## src/rtl/ncl_ula_host_if.sv

```systemverilog
// Single-rail request/response bundle between a client (master) and the NCL ULA host (slave).
interface ncl_ula_host_if;
    logic       req_valid;
    logic       req_ready;
    logic [3:0] req_a;
    logic [3:0] req_b;
    logic       req_opr;

    logic       rsp_valid;
    logic       rsp_ready;
    logic [3:0] rsp_soma;
    logic       rsp_of;
    logic       rsp_zero;
    logic       rsp_neg;
    logic       rsp_err;

    modport master (
        output req_valid, req_a, req_b, req_opr, rsp_ready,
        input  req_ready, rsp_valid, rsp_soma, rsp_of, rsp_zero, rsp_neg, rsp_err
    );

    modport slave (
        input  req_valid, req_a, req_b, req_opr, rsp_ready,
        output req_ready, rsp_valid, rsp_soma, rsp_of, rsp_zero, rsp_neg, rsp_err
    );
endinterface

```

## src/rtl/ncl_ula_host.sv

```systemverilog
// Synchronous host for an asynchronous dual-rail (NCL) ULA stage: encodes one token, runs DATA/NULL, returns flags.
// Optional watchdog: define NCL_HOST_TIMEOUT_EN to abort a stalled stage after TIMEOUT_CYCLES clocks.
module ncl_ula_host #(
    parameter int SYNC_STAGES    = 2,
    parameter int TIMEOUT_CYCLES = 255
) (
    input  logic        clk,
    input  logic        rst_n,
    ncl_ula_host_if.slave host,
    output logic [7:0]  ncl_a,
    output logic [7:0]  ncl_b,
    output logic [1:0]  ncl_opr,
    output logic        ncl_ack,
    input  logic        ncl_ack_out,
    input  logic [7:0]  ncl_soma,
    input  logic [1:0]  ncl_of,
    input  logic [1:0]  ncl_zero,
    input  logic [1:0]  ncl_neg
);

    typedef enum logic [2:0] {
        ST_IDLE,
        ST_DATA,
        ST_CAPT,
        ST_NULL,
        ST_RESP
    } state_t;

    localparam int SW = 15;  // ack_out + 7 result rail pairs

    function automatic logic [7:0] enc4(input logic [3:0] v);
        logic [7:0] r;
        for (int i = 0; i < 4; i++) begin
            r[2*i+1] = v[i];
            r[2*i]   = ~v[i];
        end
        return r;
    endfunction

    function automatic logic [3:0] rail1_4(input logic [7:0] r);
        logic [3:0] v;
        for (int i = 0; i < 4; i++) v[i] = r[2*i+1];
        return v;
    endfunction

    state_t state_q, state_d;

    logic [SW-1:0] sync_q [SYNC_STAGES];
    logic [SW-1:0] sync_s;
    logic          ack_s;
    logic [13:0]   rails_s;
    logic [6:0]    pair_any, pair_bad;
    logic          complete_now, empty_now;
    logic          data_seen_q, null_seen_q;
    logic          data_ok, null_ok;
    logic          timeout_hit;

    // NOTE: these are individual synchronizer flops, not a RAM, so every stage is reset.
    always_ff @(posedge clk or negedge rst_n) begin
        if (!rst_n) begin
            for (int i = 0; i < SYNC_STAGES; i++) sync_q[i] <= '0;
        end else begin
            sync_q[0] <= {ncl_ack_out, ncl_neg, ncl_zero, ncl_of, ncl_soma};
            for (int i = 1; i < SYNC_STAGES; i++) sync_q[i] <= sync_q[i-1];
        end
    end

    assign sync_s  = sync_q[SYNC_STAGES-1];
    assign ack_s   = sync_s[14];
    assign rails_s = sync_s[13:0];

    always_comb begin
        for (int k = 0; k < 7; k++) begin
            pair_any[k] = |rails_s[2*k +: 2];
            pair_bad[k] = &rails_s[2*k +: 2];
        end
    end

    assign complete_now = ack_s & (&pair_any);
    assign empty_now    = ~ack_s & ~(|rails_s);

    // A phase is accepted only after two consecutive matching samples, which rejects single-cycle glitches.
    always_ff @(posedge clk or negedge rst_n) begin
        if (!rst_n) begin
            data_seen_q <= 1'b0;
            null_seen_q <= 1'b0;
        end else begin
            data_seen_q <= complete_now;
            null_seen_q <= empty_now;
        end
    end

    assign data_ok = complete_now & data_seen_q;
    assign null_ok = empty_now & null_seen_q;

`ifdef NCL_HOST_TIMEOUT_EN
    localparam logic [7:0] WD_LIMIT = 8'(TIMEOUT_CYCLES);
    logic [7:0] wd_cnt_q;
    logic       in_wait;

    assign in_wait = (state_q == ST_DATA) || (state_q == ST_NULL);

    always_ff @(posedge clk or negedge rst_n) begin
        if (!rst_n)                    wd_cnt_q <= '0;
        else if (state_d != state_q)   wd_cnt_q <= '0;
        else if (in_wait)              wd_cnt_q <= wd_cnt_q + 8'd1;
    end

    assign timeout_hit = in_wait && (wd_cnt_q == WD_LIMIT);
`else
    logic unused_timeout_cfg;
    assign unused_timeout_cfg = ^TIMEOUT_CYCLES;
    assign timeout_hit        = 1'b0;
`endif

    // NOTE: non-blocking assignments so every flop samples pre-edge values regardless of block order.
    always_ff @(posedge clk or negedge rst_n) begin
        if (!rst_n) state_q <= ST_IDLE;
        else        state_q <= state_d;
    end

    always_comb begin
        // NOTE: default first so no path through the case leaves state_d unassigned (no latch).
        state_d = state_q;
        unique case (state_q)
            ST_IDLE: if (host.req_valid && host.req_ready) state_d = ST_DATA;
            ST_DATA: begin
                if (timeout_hit)  state_d = ST_RESP;
                else if (data_ok) state_d = ST_CAPT;
            end
            ST_CAPT: state_d = ST_NULL;
            ST_NULL: if (timeout_hit || null_ok) state_d = ST_RESP;
            ST_RESP: if (host.rsp_valid && host.rsp_ready) state_d = ST_IDLE;
            default: state_d = ST_IDLE;
        endcase
    end

    // All outputs are registered and only move on state transitions, so the stage never sees decode glitches.
    always_ff @(posedge clk or negedge rst_n) begin
        if (!rst_n) begin
            host.req_ready <= 1'b0;
            host.rsp_valid <= 1'b0;
            host.rsp_soma  <= '0;
            host.rsp_of    <= 1'b0;
            host.rsp_zero  <= 1'b0;
            host.rsp_neg   <= 1'b0;
            host.rsp_err   <= 1'b0;
            ncl_a          <= '0;
            ncl_b          <= '0;
            ncl_opr        <= '0;
            ncl_ack        <= 1'b0;
        end else begin
            host.req_ready <= (state_d == ST_IDLE);
            host.rsp_valid <= (state_d == ST_RESP);

            if (state_q == ST_IDLE && state_d == ST_DATA) begin
                ncl_a   <= enc4(host.req_a);
                ncl_b   <= enc4(host.req_b);
                ncl_opr <= {host.req_opr, ~host.req_opr};
            end else if (state_d != ST_DATA && state_d != ST_CAPT) begin
                ncl_a   <= '0;
                ncl_b   <= '0;
                ncl_opr <= '0;
            end

            if (state_q == ST_CAPT || timeout_hit)
                ncl_ack <= 1'b1;
            else if ((state_q == ST_NULL && state_d == ST_RESP) || state_d == ST_IDLE)
                ncl_ack <= 1'b0;

            if (state_q == ST_CAPT) begin
                host.rsp_soma <= rail1_4(rails_s[7:0]);
                host.rsp_of   <= rails_s[9];
                host.rsp_zero <= rails_s[11];
                host.rsp_neg  <= rails_s[13];
                host.rsp_err  <= |pair_bad;
            end else if (timeout_hit) begin
                host.rsp_soma <= '0;
                host.rsp_of   <= 1'b0;
                host.rsp_zero <= 1'b0;
                host.rsp_neg  <= 1'b0;
                host.rsp_err  <= 1'b1;
            end
        end
    end

endmodule
```

## src/flat_wrapper.sv

```systemverilog
// flat-port wrapper written by rule: the top's interface ports become plain ports
module ncl_ula_host_flat 
#(
    parameter int SYNC_STAGES    = 2,
    parameter int TIMEOUT_CYCLES = 255
)
  (clk, rst_n, ncl_a, ncl_b, ncl_opr, ncl_ack, ncl_ack_out, ncl_soma, ncl_of, ncl_zero, ncl_neg, host_req_valid, host_req_a, host_req_b, host_req_opr, host_rsp_ready, host_req_ready, host_rsp_valid, host_rsp_soma, host_rsp_of, host_rsp_zero, host_rsp_neg, host_rsp_err);
  ncl_ula_host_if host_i ();
  input  logic clk;
  input  logic rst_n;
  output logic [7:0] ncl_a;
  output logic [7:0] ncl_b;
  output logic [1:0] ncl_opr;
  output logic ncl_ack;
  input  logic ncl_ack_out;
  input  logic [7:0] ncl_soma;
  input  logic [1:0] ncl_of;
  input  logic [1:0] ncl_zero;
  input  logic [1:0] ncl_neg;
  input wire logic [$bits(host_i.req_valid)-1:0] host_req_valid;
  input wire logic [$bits(host_i.req_a)-1:0] host_req_a;
  input wire logic [$bits(host_i.req_b)-1:0] host_req_b;
  input wire logic [$bits(host_i.req_opr)-1:0] host_req_opr;
  input wire logic [$bits(host_i.rsp_ready)-1:0] host_rsp_ready;
  output wire logic [$bits(host_i.req_ready)-1:0] host_req_ready;
  output wire logic [$bits(host_i.rsp_valid)-1:0] host_rsp_valid;
  output wire logic [$bits(host_i.rsp_soma)-1:0] host_rsp_soma;
  output wire logic [$bits(host_i.rsp_of)-1:0] host_rsp_of;
  output wire logic [$bits(host_i.rsp_zero)-1:0] host_rsp_zero;
  output wire logic [$bits(host_i.rsp_neg)-1:0] host_rsp_neg;
  output wire logic [$bits(host_i.rsp_err)-1:0] host_rsp_err;
  assign host_i.req_valid = host_req_valid;
  assign host_i.req_a = host_req_a;
  assign host_i.req_b = host_req_b;
  assign host_i.req_opr = host_req_opr;
  assign host_i.rsp_ready = host_rsp_ready;
  assign host_req_ready = host_i.req_ready;
  assign host_rsp_valid = host_i.rsp_valid;
  assign host_rsp_soma = host_i.rsp_soma;
  assign host_rsp_of = host_i.rsp_of;
  assign host_rsp_zero = host_i.rsp_zero;
  assign host_rsp_neg = host_i.rsp_neg;
  assign host_rsp_err = host_i.rsp_err;
  ncl_ula_host #(.SYNC_STAGES(SYNC_STAGES), .TIMEOUT_CYCLES(TIMEOUT_CYCLES)) u_core (.clk(clk), .rst_n(rst_n), .host(host_i), .ncl_a(ncl_a), .ncl_b(ncl_b), .ncl_opr(ncl_opr), .ncl_ack(ncl_ack), .ncl_ack_out(ncl_ack_out), .ncl_soma(ncl_soma), .ncl_of(ncl_of), .ncl_zero(ncl_zero), .ncl_neg(ncl_neg));
endmodule
```

## config.mk

```make
export PLATFORM = sky130hd
export DESIGN_NAME = ncl_ula_host_flat
export DESIGN_NICKNAME = d
export VERILOG_FILES = /design/src/rtl/ncl_ula_host_if.sv /design/src/rtl/ncl_ula_host.sv /design/src/flat_wrapper.sv
export SDC_FILE = /design/constraint.sdc
export NUM_CORES = 1
export LEC_CHECK = 0
export BUFFER_PORTS_ARGS = -buffer_cell sky130_fd_sc_hd__buf_2
export CORE_UTILIZATION = 41
export DETAILED_ROUTE_END_ITERATION = 7
export HOLD_SLACK_MARGIN = 0.12
export PLACE_DENSITY_LB_ADDON = 0.05
export SETUP_SLACK_MARGIN = 0.02
export SYNTH_ARGS = -nofsm -noshare
export SYNTH_HDL_FRONTEND = slang
export SYNTH_SLANG_ARGS = --single-unit
```

## constraint.sdc

```tcl
create_clock -name clk -period 3.1 [get_ports clk]
set_input_delay 0.155 -clock clk [delete_from_list [all_inputs] [get_ports clk]]
set_output_delay 0.155 -clock clk [all_outputs]
set_load 0.05 [all_outputs]
```

==> flow_summary.ini, run 1 <==
[route]
vias_per_cell = 4.84
initialDrtViolationCount = 76
ant_nets = 0
wirelength_um = 4240
wire_per_inst_um = 13.6
drcViolationCount = 0
first_pass_iters = 5
via_count = 1509

[yosys]
synth_area_leaders = dfrtp_1, mux2_4, a22o_1, o21ai_0, nand2_1
synth.most_common_cell = dfrtp_1
seq_area_frac_synth_pct = 71.7
synth_warnings = 0
synth.largest_area_cell = dfrtp_1
syn_inst = 147
syn_avg_cell_area_um2 = 15.2
synth_ff_type = dfrtp_1
synth_common_cells = dfrtp_1, nand2_1, o21ai_0
synth.ff_latch_count = 64
yosys.area.top_type_share_pct = 71.7
synth.distinct_cells = 32
syn_nets = 175
ys_async_sr_fraction_pct = 100
synth_enable_flop_cells = 0
synth_area_um2 = 2230

[placement]
gp_congestion = 0.758
hpwl_um = 2860
port_buffers = 56

[critical_path]
cp.arrival_ns = 1.99
worstPathRequired_ns = 3.32
end_kind = flip-flop
start_kind = flip-flop
cp_max_fo = 10
worstSetupPathType = reg2reg

[final_layout]
area_growth_pct = 37.0
antenna_cells = 0
drive_above_1_share_pct = 37.2
fillers = 415
nets = 265

[power_and_ir_drop]
pwr-share-seq_pct = 40.6
design_power_total_mw = 2.61
p_per_area_nw_per_um2 = 854
p_int_mw = 1.67
clkPwrFrac_pct = 30.2
p_leak_nw = 1.47
ir_drop_mv = 0.386
switching_share_pct = 36.2
p_switching_uw = 946
pwr-share-comb_pct = 29.2

[die]
start_util_pct = 43.2
die_h_um = 75.8
fp.dieW_um = 75.8
core_area_um2 = 5170
die_area_um2 = 5750
pin_count = 57
row_count = 26

[cts]
cts_tree = done
clk_latency_ns = 0.33
htree_levels = 3
clockBufferDepth = 2
clk_root_buffer_cell = clkbuf_8
clkTransAtPathRegs_ns = 0.07
cts_resized = 0
cts_made_buffers = 9
clock_sinks = 64

[global_route]
globalRoute.totalOverflow = 0
grt_pass1_vias = 1479
track_usage_pct = 17.0
antenna_found_initial = 0
grt_pass1_wl_um = 6800
grt_max_degree = 65

[sta]
rsz0062_at_grt = false
max_freq_ghz = 0.566
max_slew.worst_pin.slew_ns = 0.759
maxSlewHeadroom_pct = 49.4
finClkSkew_ns = 0.00298
final.period_utilization_pct = 57.0
setup_viol = 0
finalSetupTns_ns = 0
slew_violations = 0
hold_violations = 0
fin_crit_ns = 1.77

[run]
maxCapViolCount = 0

[hold_path]
hold_class = in2reg

[outcome]
status = finished clean
==> cells in the final DEF, fill, tap and decap left out, drive strengths merged <==
cell type and n:
nor4 5, o31ai 1, bufinv 2, nor3 2, buf 57, a211o 1
or3 1, clkinvlp 2, nor4bb 1, clkbuf 10, a311oi 1, and3 1
a221oi 1, o22ai 2, nor2 5, nand3 1, a21oi 2, o21ba 1
inv 2, nor2b 1, dlygate4sd3 25, dfrtp 64, nand4 2, o21ai 13
mux2 7, a22o 10, and2 1, nor4b 1, nand2 14, clkinv 2
a31oi 2, o211ai 1, a222oi 1
==> worst paths after layout <==
check	startpoint	slack (ns)	cells after the start	endpoint
min in group asynchronous	rst_n	0.52	3	u_core.sync_q[26]$_DFF_PN0_
hold / removal	host_rsp_ready	0.17	4	u_core.host.rsp_valid$_DFF_PN0_
setup / recovery	u_core.state_q[1]$_DFF_PN0_	1.33	3	u_core.host.rsp_soma[3]$_DFFE_PN0P_
max in group asynchronous	rst_n	2.10	3	u_core.ncl_a[3]$_DFFE_PN0P_
hold reg to reg	u_core.sync_q[19]$_DFF_PN0_	0.35	0	u_core.sync_s[4]$_DFF_PN0_
setup reg to reg	u_core.state_q[1]$_DFF_PN0_	1.33	3	u_core.host.rsp_soma[3]$_DFFE_PN0P_
==> critical path, cell delays in order, from the launching register on <==
cell     delay, ns
dfrtp_1       0.55
nor2b_2       0.27
and2_1        0.49
mux2_4        0.34
==> repair_timing <==
item                                   in CTS  in global routing
hold buffers                               25                  0
endpoints found under the hold margin      97                  0
setup buffers                               0                  0
==> metal layers <==
layer / vias up / GRT usage, % / routed length [um]
met5: - / 0 / 0
met4: 0 / 7.61 / 45
met3: 5 / 9.13 / 242
met2: 52 / 25.4 / 2030
met1: 738 / 20.3 / 1920
li1: 714 / - / -
==> area by class of cell <==
| class | instances | area [um^2] | area share [%] |
|---|---|---|---|
| well taps | 70 | 87.6 | 2.86 |
| clock inverters | 6 | 92.6 | 3.03 |
| multi-input cells | 78 | 596 | 19.5 |
| flip-flops and latches | 64 | 1600 | 52.3 |
| repair buffers | 82 | 538 | 17.6 |
| clock buffers | 10 | 138 | 4.50 |
| inverters | 2 | 7.51 | 0.245 |
==> registers in the layout, indices dropped and copies added, names as in the netlist, 2 cells and up <==
signal                cells
u_core.host.rsp_soma      4
u_core.ncl_a              8
u_core.ncl_b              8
u_core.ncl_opr            2
u_core.state_q            3
u_core.sync_q            15
u_core.sync_s            15
==> power by group through the flow <==
| stage | logic, mW | clock network (mW) | registers [mW] |
|---|---|---|---|
| 2_1_floorplan | 0.210 | 0 | 1.43 |
| 3_3_place_gp | 0.732 | 0 | 1.07 |
| 3_5_place_dp | 0.746 | 0 | 1.07 |
| 4_1_cts | 0.769 | 0.817 | 1.06 |
| 5_1_grt | 0.813 | 0.857 | 1.08 |
| 6_report | 0.762 | 0.790 | 1.06 |
==> logic make-up (layout without fill, tap and decap cells) <==
family	after synthesis	in the layout	synth area share (%)
flops	64	64	71.7
mux	7	7	4.70
buf+inv	5	100	1.68
compound gates	36	36	11.1
simple gates	35	35	10.8
==> metrics by stage <==
step | hold WS, ns | cells | utilization (%) | cell area [um^2] | setup WS, ns
6_report | 0.166 | 312 | 59.2 | 3060 | 1.33
5_1_grt | 0.220 | 312 | 59.2 | 3060 | 1.24
4_1_cts | 0.141 | 312 | 59.2 | 3060 | 1.35
3_5_place_dp | 0.264 | 271 | 49.9 | 2580 | 1.35
3_3_place_gp | 0.263 | 271 | 49.9 | 2580 | 1.43
2_1_floorplan | -0.141 | 147 | - | 2230 | 1.71
Note: power is estimated with default switching activity, not from simulation.
==> inputs of run 2 (changes only) <==
--- a/config.mk
+++ b/config.mk
@@ -5,6 +5,7 @@
 export SDC_FILE = /design/constraint.sdc
 export NUM_CORES = 1
 export LEC_CHECK = 0
+export ABC_AREA = 1
 export BUFFER_PORTS_ARGS = -buffer_cell sky130_fd_sc_hd__buf_2
 export CORE_UTILIZATION = 41
 export DETAILED_ROUTE_END_ITERATION = 7
==> constraint.sdc (replaced) <==
create_clock -name clk -period 1.7 [get_ports clk]
set_input_delay 0.085 -clock clk [delete_from_list [all_inputs] [get_ports clk]]
set_output_delay 0.085 -clock clk [all_outputs]
set_load 0.05 [all_outputs]
==> run 2 against run 1 <==
Compared with the run above: sequential power up 88%; non-clock buffer count rose by 3; clock power grew 53%; critical path depth grew 3; wire length shrank 1.9%; largest power group unchanged; highest routed layer unchanged; largest cell class unchanged; core utilization fell by 0.31 points.
==> flow_summary.ini, run 2 <==
[critical_path]
start_kind = flip-flop
end_kind = flip-flop
worstSetupEndpoint = u_core.host.rsp_err$_DFFE_PN0P_
cp_max_fo = 9
cpPeakStageDelay_ns = 0.44
critPathSlowestCell = dfrtp_1
r2r_end = u_core.host.rsp_err$_DFFE_PN0P_
worstPathRequired_ns = 1.90
crit_start = u_core.state_q[2]$_DFF_PN0_
worstSetupPathType = reg2reg
cp.arrival_ns = 1.58
r2r_slack_ns = 0.31
worstReg2RegStart = u_core.state_q[2]$_DFF_PN0_
crit_top_cell = inv_2
reg2reg_depth = 6
crit_chain = inv_2 > nand2_2 > nor2_4 > inv_2 > a221oi_2 > a2bb2oi_1

[power_and_ir_drop]
p_leak_nw = 1.55
pwr-share-comb_pct = 34.1
pwr-share-seq_pct = 41.0
ir_drop_mv = 0.731
p_int_mw = 2.90
switching_share_pct = 40.0
clkPwrFrac_pct = 24.9
p_switching_mw = 1.94
p_per_area_nw_per_um2 = 1600
design_power_total_mw = 4.84

[yosys]
syn_nets = 218
yosys.area.top_type_share_pct = 72.6
synth_common_cells = dfrtp_1, nand2_1, o21ai_0
synth.largest_area_cell = dfrtp_1
syn_inst = 190
seq_area_frac_synth_pct = 72.6
synth.most_common_cell = dfrtp_1
synth_area_um2 = 2200
synth_enable_flop_cells = 0
synth.ff_latch_count = 64
synth_ff_type = dfrtp_1
synth.distinct_cells = 23
synth_area_leaders = dfrtp_1, nand2_1, o21ai_0, inv_1, nor2_2
synth_warnings = 0
syn_avg_cell_area_um2 = 11.6
ys_async_sr_fraction_pct = 100

[outcome]
status = finished clean

[placement]
placedCellCount = 316
hpwl_um = 2560
port_buffers = 56
gp_congestion = 0.733
placed_area_um2 = 2590

[final_layout]
mostFrequentLayoutCells = dfrtp_1, buf_2, nand2_1
nets = 310
layout_commonest_cell = dfrtp_1
regArea_um2 = 1600
antenna_cells = 0
final_area_um2 = 3030
multi_input_area_um2 = 517
finalNonFillerCells = 354
fillers = 465
drive_above_1_share_pct = 32.0
area_growth_pct = 37.2

[die]
row_count = 26
die_h_um = 75.3
fp.dieW_um = 75.3
start_util_pct = 42.9
pin_count = 57
die_area_um2 = 5670
core_area_um2 = 5140

[global_route]
antenna_found_initial = 0
track_usage_pct = 16.4
grt_max_degree = 65
globalRoute.totalOverflow = 0
grt_pass1_vias = 1535
grt_pass1_wl_um = 6580

[cts]
clock_sinks = 64
cts_resized = 0
clkTransAtPathRegs_ns = 0.07
clockBufferDepth = 2
cts_made_buffers = 9
cts_tree = done
clk_root_buffer_cell = clkbuf_8
clk_latency_ns = 0.32
htree_levels = 3

[route]
wirelength_um = 4160
drcViolationCount = 0
via_count = 1560
first_pass_iters = 4
initialDrtViolationCount = 70
ant_nets = 0
wire_per_inst_um = 11.7
vias_per_cell = 4.41

[run]
maxCapViolCount = 0

[sta]
max_freq_ghz = 0.722
max_slew.worst_pin.slew_ns = 0.348
hold_violations = 0
rsz0062_at_grt = false
finalSetupTns_ns = 0
slew_violations = 0
final.period_utilization_pct = 81.5
setup_viol = 0
maxSlewHeadroom_pct = 76.7
finClkSkew_ns = 0.00647
fin_crit_ns = 1.39

[hold_path]
hold_class = in2reg
[run 2: changes by cell type after synthesis, sizes merged, moves of 3 or more]
cell,before,now
a22o,10,0
inv,2,17
mux2,7,0
nand2,14,56
nand3,1,5
nor2,5,14
nor4,5,2
o21ai,13,19
[run 2: logic make-up (layout without fill, tap and decap cells)]
family | count (synthesis) | count (layout) | synth area share [%]
flip-flops | 64 | 64 | 72.6
AO/OA/AOI/OAI | 24 | 24 | 6.70
buffers and inverters | 21 | 115 | 3.92
AND/OR/NAND/NOR | 81 | 81 | 16.7
[run 2: final cells by class]
cell class,count,share of cell area (%)
Timing Repair Buffer,85,18.9
Tap cell,70,2.89
Clock inverter,3,1.49
Sequential cell,64,52.9
Multi-Input combinational cell,105,17.1
Clock buffer,10,4.55
Inverter,17,2.11
[run 2: repair_timing]
item | CTS | global route
endpoints found under the setup margin | 0 | 0
setup buffers | 0 | 0
hold buffers | 25 | 0
endpoints found under the hold margin | 97 | 0
[run 2: worst min-delay path by stage]
stage | start | to | slack (ns) | cells past startpoint
2_1_floorplan | rst_n | u_core.data_seen_q$_DFF_PN0_ | -0.21 | 0
3_3_place_gp | rst_n | u_core.sync_q[18]$_DFF_PN0_ | 0.12 | 2
3_5_place_dp | rst_n | u_core.host.rsp_of$_DFFE_PN0P_ | 0.12 | 2
4_1_cts | host_rsp_ready | u_core.host.rsp_valid$_DFF_PN0_ | 0.13 | 4
5_1_grt | host_rsp_ready | u_core.host.rsp_valid$_DFF_PN0_ | 0.17 | 4
6_report | host_rsp_ready | u_core.host.rsp_valid$_DFF_PN0_ | 0.15 | 4
[run 2: power groups by stage]
stage | clock network [mW] | registers, mW | logic (mW)
after floorplan | 0 | 2.83 | 0.360
after global placement | 0 | 2.01 | 1.61
final | 1.21 | 1.99 | 1.65
after global routing | 1.32 | 2.02 | 1.78
after CTS | 1.25 | 1.99 | 1.67
after detailed placement | 0 | 2.01 | 1.62
[run 2: worst max-delay path, delay by kind of cell, from the launching register on]
kind	cells	cell delay, ns
buffers and inverters	2	0.25
flip-flops	1	0.44
AND/OR/NAND/NOR	2	0.29
AO/OA/AOI/OAI	2	0.29
[run 2: per-layer routing]
layer	wire, um	share of wire [%]	track usage, %	vias up
li1	-	-	-	788
met4	16	0.38	8.64	0
met1	1960	47	20.4	731
met2	2040	49	26.3	39
met3	139	3.3	4.37	2
met5	0	0	0	-
[run 2: per-stage QoR]
step                utilization (%)  setup slack (ns)  hold slack, ns
finish                         58.9             0.315           0.146
CTS                            58.9             0.274           0.128
global route                   58.9             0.192           0.167
floorplan                         -             0.477          -0.211
detailed placement             50.4             0.273           0.120
global placement               50.4             0.319           0.124
